### config.mk
export PLATFORM = sky130hd
export DESIGN_NAME = if_id_hazard_ctrl
export DESIGN_NICKNAME = d
export VERILOG_FILES = /design/src/rtl/if_id_hazard_ctrl.sv
export SDC_FILE = /design/constraint.sdc
export NUM_CORES = 1
export LEC_CHECK = 0
export CAP_MARGIN = 20
export CORE_ASPECT_RATIO = 1.5
export CORE_MARGIN = 5
export CORE_UTILIZATION = 32
export CTS_CLUSTER_SIZE = 28
export DETAILED_ROUTE_END_ITERATION = 10
export GPL_TIMING_DRIVEN = 0
export PLACE_DENSITY = 0.83
export SKIP_LAST_GASP = 1
export SLEW_MARGIN = 20
export SYNTH_ARGS = -nofsm -noshare
export SYNTH_HDL_FRONTEND = slang
export SYNTH_SLANG_ARGS = --single-unit
### constraint.sdc
create_clock -name clk -period 2.5 [get_ports clk]
set_input_delay 0.25 -clock clk [delete_from_list [all_inputs] [get_ports clk]]
set_output_delay 0.25 -clock clk [all_outputs]
set_load 0.01 [all_outputs]
### src/rtl/if_id_hazard_ctrl.sv
// ---------------------------------------------------------------------------
// if_id_hazard_ctrl
//
// Controls the front of the pipeline (PC and the IF/ID instruction register)
// for three kinds of hazard, highest priority first:
//   1. taken branch/jump resolved in EX -> flush IF/ID for FLUSH_CYCLES cycles
//   2. load-use hazard                  -> exactly one stall/bubble cycle
//   3. instruction memory not ready     -> hold PC and IR until data is valid
//
// Parameters
//   FLUSH_CYCLES     cycles ir_flush is held after a taken branch (1..15)
//
// Optional build macro
//   HAZARD_PERF_CNT_EN  when defined, builds a saturating 16-bit counter of
//                       cycles with pc_en=0; otherwise stall_count is tied to 0
//
// Ports
//   clk              clock
//   rst_ctrl         asynchronous active-high reset
//   inst_id[31:0]    instruction currently held in IF/ID
//   dest_ex[4:0]     destination register of the EX-stage instruction
//   memread_ex       EX-stage instruction is a load
//   branch_taken_ex  EX stage resolved a taken branch or jump
//   imem_ready       instruction memory data valid this cycle
//   pc_en            PC write enable
//   ir_en            IF/ID instruction register load enable
//   ir_flush         clears the IF/ID instruction register to 32'b0
//   id_bubble        zeroes ID/EX control signals
//   ctrl_state[1:0]  registered state (RUN=0, LU_STALL=1, FLUSH=2, IMEM_WAIT=3)
//   stall_count[15:0] stall performance counter
// ---------------------------------------------------------------------------
module if_id_hazard_ctrl #(
    parameter int FLUSH_CYCLES = 2
) (
    input  logic        clk,
    input  logic        rst_ctrl,
    input  logic [31:0] inst_id,
    input  logic [4:0]  dest_ex,
    input  logic        memread_ex,
    input  logic        branch_taken_ex,
    input  logic        imem_ready,
    output logic        pc_en,
    output logic        ir_en,
    output logic        ir_flush,
    output logic        id_bubble,
    output logic [1:0]  ctrl_state,
    output logic [15:0] stall_count
);

    typedef enum logic [1:0] {
        RUN       = 2'd0,
        LU_STALL  = 2'd1,
        FLUSH     = 2'd2,
        IMEM_WAIT = 2'd3
    } state_t;

    localparam logic [6:0] OP_REG    = 7'b0110011;
    localparam logic [6:0] OP_STORE  = 7'b0100011;
    localparam logic [6:0] OP_BRANCH = 7'b1100011;

    // Value loaded into the flush counter on a taken branch: the branch cycle
    // itself is the first flush cycle, FLUSH covers the remaining ones.
    localparam logic [3:0] FLUSH_RELOAD = 4'(FLUSH_CYCLES - 1);

    state_t     state_q, state_d;
    logic [3:0] flush_cnt_q, flush_cnt_d;

    // -----------------------------------------------------------------------
    // Load-use hazard detection
    // -----------------------------------------------------------------------
    logic [6:0] opcode;
    logic [4:0] rs1_id, rs2_id;
    logic       uses_rs2;
    logic       hz;

    assign opcode   = inst_id[6:0];
    assign rs1_id   = inst_id[19:15];
    assign rs2_id   = inst_id[24:20];

    // Only R-type, stores and conditional branches read rs2; for other
    // formats bits [24:20] are immediate bits and must not raise a hazard.
    assign uses_rs2 = (opcode == OP_REG) || (opcode == OP_STORE) || (opcode == OP_BRANCH);

    assign hz = memread_ex && (dest_ex != 5'd0) &&
                ((dest_ex == rs1_id) || (uses_rs2 && (dest_ex == rs2_id)));

    // Fields of inst_id that play no part in hazard detection.
    logic unused_inst_bits;
    assign unused_inst_bits = &{1'b0, inst_id[31:25], inst_id[14:7]};

    // -----------------------------------------------------------------------
    // State and flush counter registers
    // -----------------------------------------------------------------------
    // NOTE: sequential state uses non-blocking assignments so every flop
    // samples the pre-edge value of its inputs, independent of block order.
    always_ff @(posedge clk or posedge rst_ctrl) begin
        if (rst_ctrl) begin
            state_q     <= RUN;
            flush_cnt_q <= 4'd0;
        end else begin
            state_q     <= state_d;
            flush_cnt_q <= flush_cnt_d;
        end
    end

    // -----------------------------------------------------------------------
    // Next-state and output decode
    // -----------------------------------------------------------------------
    // NOTE: every signal written here is given a default first, so no path
    // through the case leaves one unassigned and no latch is inferred.
    always_comb begin
        state_d     = state_q;
        flush_cnt_d = flush_cnt_q;
        pc_en       = 1'b0;
        ir_en       = 1'b0;
        ir_flush    = 1'b0;
        id_bubble   = 1'b1;

        case (state_q)
            FLUSH: begin
                ir_flush = 1'b1;
                if (branch_taken_ex) begin
                    // A fresh redirect restarts the flush window and lets the
                    // PC take the new target this cycle.
                    pc_en       = 1'b1;
                    flush_cnt_d = FLUSH_RELOAD;
                    state_d     = (FLUSH_CYCLES == 1) ? RUN : FLUSH;
                end else if (flush_cnt_q <= 4'd1) begin
                    flush_cnt_d = 4'd0;
                    state_d     = RUN;
                end else begin
                    flush_cnt_d = flush_cnt_q - 4'd1;
                end
            end

            // RUN, LU_STALL and IMEM_WAIT share one priority chain; LU_STALL
            // only differs in masking hz, which guarantees the stall lasts a
            // single cycle even though IF/ID still holds the same instruction.
            default: begin
                if (branch_taken_ex) begin
                    pc_en       = 1'b1;
                    ir_flush    = 1'b1;
                    flush_cnt_d = FLUSH_RELOAD;
                    state_d     = (FLUSH_CYCLES == 1) ? RUN : FLUSH;
                end else if (hz && (state_q != LU_STALL)) begin
                    state_d = LU_STALL;
                end else if (!imem_ready) begin
                    state_d = IMEM_WAIT;
                end else begin
                    pc_en     = 1'b1;
                    ir_en     = 1'b1;
                    id_bubble = 1'b0;
                    state_d   = RUN;
                end
            end
        endcase

        // Reset must reach the outputs without waiting for a clock edge, and
        // the RUN decode above would otherwise follow the live inputs.
        if (rst_ctrl) begin
            pc_en     = 1'b0;
            ir_en     = 1'b0;
            ir_flush  = 1'b1;
            id_bubble = 1'b1;
        end
    end

    assign ctrl_state = state_q;

    // -----------------------------------------------------------------------
    // Optional stall performance counter
    // -----------------------------------------------------------------------
`ifdef HAZARD_PERF_CNT_EN
    logic [15:0] stall_cnt_q, stall_cnt_d;

    always_comb begin
        stall_cnt_d = stall_cnt_q;
        if (!pc_en && (stall_cnt_q != 16'hFFFF))
            stall_cnt_d = stall_cnt_q + 16'd1;
    end

    always_ff @(posedge clk or posedge rst_ctrl) begin
        if (rst_ctrl)
            stall_cnt_q <= 16'h0000;
        else
            stall_cnt_q <= stall_cnt_d;
    end

    assign stall_count = stall_cnt_q;
`else
    assign stall_count = 16'h0000;
`endif

endmodule
==> reports/qor.txt <==
maxcap violations - 0
area inside the core boundary - 0.00203 mm^2
DR vias/cell - 4.67
CTS tree - built
maximum number of pins on one net before global-route repair - 11
number of flops mapped to enable cells by yosys - 0
routability congestion estimate from global placement - 0.774
Peak supply drop - 0.186 mV
I/O pin cnt - 64
DRT Pass-1 Iters - 4
post-route clock period utilization - 0.942
Seq. cell area - 150 um^2
most area-consuming cells after synthesis - sky130_fd_sc_hd__dfrtp_1, sky130_fd_sc_hd__buf_4, sky130_fd_sc_hd__xnor2_1
crit-path max cell delay - 0.55 ns
Worst Clk Skew - 0.00812 ns
Area growth syn-to-layout - 68.5%
total routed wirelength - 1830 um
area share of fa/ha/maj cells after synthesis - 0.0373
total global routing overflow - 0
DRC violation count after routing - 0
first-pass GRT wire length - 2700 um
layout net count - 175
launching instance or port of the critical path - dest_ex[4]
cell area power density - 412 mW/mm^2
total setup violations reported at the end of the flow - 0
biggest area consumer among synthesized cells - sky130_fd_sc_hd__dfrtp_1
highest-delay cell along the critical path - sky130_fd_sc_hd__or4_4
Critical Path RT - 2.25 ns
post-place setup slack - -0.156 ns
reported leakage power - 0.544 nW
combinational family with the most area after synthesis - buffers and inverters
top-count cell post-synth - sky130_fd_sc_hd__buf_4
YS warnings - 0
Synth cell types - 31
fillers - 199
Tightest Hold Check Type - in -> async
Port-buffer cells - 31
reg-to-reg critical path startpoint - flush_cnt_q[0]
mean instance size in the synthesized netlist - 8.49 um^2
number of sinks handled by clock tree synthesis - 6
number of placement rows - 20
Mapped Area - 671 um^2
cell count after placement - 147
HPWL after DPL - 1560 um
series of cell instances along the critical path - clkdlybuf4s50_1 -> or4_4 -> o221ai_4 -> o21bai_4 -> and3_1 -> dlygate4sd2_1
GRT Util Overall - 0.127
number of global-route vias before repair - 674
final hold violation count - 0
flip-flop and latch count after synthesis - 6
number of antenna violations at the first check in global routing - 0
portion of netlist area occupied by mux cells - 0
Syn Inst Count - 79
count of final max-slew check failures - 0
type of destination of the critical path - output pin
Die Wd - 47.4 um
Clock Latency Late Sink - 0.25 ns
Synth async-reset ratio - 1.00
RSZ-0062 raised after global routing - no
final routed wire length divided by cell count - 12.1 um
maximum operating frequency - 425 MHz
clock transition at the registers of the reported paths - 0.05 ns
compound-gate portion of the synthesized area - 0.166
primary flip-flop cell chosen by synthesis mapping - sky130_fd_sc_hd__dfrtp_1
status - finished clean
Detailed Route Iter0 Violations - 14
top cells by count, synth - sky130_fd_sc_hd__buf_4, sky130_fd_sc_hd__xnor2_1, sky130_fd_sc_hd__inv_1, sky130_fd_sc_hd__dfrtp_1, sky130_fd_sc_hd__nor2_1
area of the multi-input gates - 452 um^2
cell at the root of the clock tree - sky130_fd_sc_hd__clkbuf_4
portion of the post-synthesis area used by sequential elements - 0.224
kind of start point of the critical path - input pin
buffer depth of the longest clock path - 2
total number of vias - 705
Antenna diodes - 0
proportion of layout cells with a drive suffix above 1 - 0.233
worst setup slack for register-to-register paths - 0.75 ns
critical path arrival - 2.10 ns
synthesized-area fraction occupied by xor and xnor cells - 0.131
Final WS setup - 0.146 ns
worst r2r path cells - 7
post-layout minimum cycle time - 2.35 ns
Antenna Nets Post-Route - 0
CTS buffer count - 3
die area - 0.00313 mm^2
fraction of the mapped netlist area in simple logic gates - 0.205
Post-Layout Cell Count - 151
vertical die dimension - 66.1 um
Initial Utilization - 0.331
Yosys top cell area share - 0.224
critical path fanouts, max - 4
worst setup path class - in -> out
level count of the clock H-tree - 1
where the power goes:
group / total, mW / switching, mW / internal [mW]
Sequential: 0.133 / 0.0178 / 0.115
Clock: 0.0908 / 0.0364 / 0.0544
Combinational: 0.242 / 0.112 / 0.130
repair_timing:
item	in CTS	in global routing
buffers inserted	0	1
gates resized for setup	5	4
pin swaps	1	3
setup endpoints to repair	3	1
hold buffers	0	0
stage by stage:
| step | power (mW) | instance area (um^2) | hold slack, ns | utilization | setup TNS (ns) |
|---|---|---|---|---|---|
| 2_1_floorplan | 0.275 | 727 | 0.0495 | - | 0 |
| 3_3_place_gp | 0.362 | 1060 | 0.522 | 0.525 | -0.129 |
| 3_5_place_dp | 0.370 | 1060 | 0.535 | 0.525 | -0.198 |
| 4_1_cts | 0.464 | 1100 | 0.296 | 0.544 | 0 |
| 5_1_grt | 0.504 | 1130 | 0.316 | 0.557 | 0 |
| 6_report | 0.465 | 1130 | 0.292 | 0.557 | 0 |
cell usage in the layout (no fill, tap or decap), types with 2 or more instances in the layout:
cell type                         count
sky130_fd_sc_hd__clkdlybuf4s50_1     26
sky130_fd_sc_hd__buf_4               17
sky130_fd_sc_hd__conb_1              16
sky130_fd_sc_hd__xnor2_1              8
sky130_fd_sc_hd__inv_1                7
sky130_fd_sc_hd__dfrtp_1              6
sky130_fd_sc_hd__nor2_1               5
sky130_fd_sc_hd__nand3_1              4
sky130_fd_sc_hd__nand2_1              3
sky130_fd_sc_hd__clkbuf_4             3
sky130_fd_sc_hd__dlymetal6s2s_1       3
sky130_fd_sc_hd__a211oi_1             2
sky130_fd_sc_hd__xor2_1               2
sky130_fd_sc_hd__nor3_1               2
sky130_fd_sc_hd__nor3b_1              2
sky130_fd_sc_hd__ha_1                 2
sky130_fd_sc_hd__dlygate4sd2_1        2
path summary, 6_finish.rpt:
kind,end
min in group clk,ctrl_state[0]
max in group asynchronous,flush_cnt_q[3]
min,flush_cnt_q[0]
max reg2reg,flush_cnt_q[3]
min reg2reg,flush_cnt_q[3]
max,ir_en
registers in the layout, indices dropped and copies added (netlist names):
| register | count |
|---|---|
| flush_cnt_q | 4 |
| ctrl_state | 2 |
kinds of logic after synthesis:
| group | count (synthesis) |
|---|---|
| buffers and inverters | 25 |
| and+or+nand+nor | 23 |
| AOI/OAI and AO/OA | 12 |
| xor gates and xnor gates | 10 |
| DFF | 6 |
| adders and majority gates | 2 |
| other | 1 |
routing by layer:
| layer | up-vias | global-route usage | routed length (um) |
|---|---|---|---|
| met4 | 0 | 0.0830 | 62 |
| met5 | - | 0 | 0 |
| met1 | 299 | 0.0876 | 528 |
| li1 | 345 | - | - |
| met2 | 54 | 0.233 | 954 |
| met3 | 7 | 0.0708 | 285 |
worst max-delay path: cells and delay by family:
kind / cells / cell delay (ns)
and+or+nand+nor: 2 / 0.73
AOI/OAI and AO/OA: 2 / 0.36
buffers and inverters: 2 / 0.75
final cells by class:
type / count / area share
plain buffers: 18 / 0.114
clock buffers: 3 / 0.0199
inverters: 7 / 0.0233
multi-input cells: 63 / 0.400
flip-flops and latches: 6 / 0.133
well taps: 22 / 0.0244
repair buffers: 32 / 0.286
No activity file was read; power rests on OpenSTA's default activity.
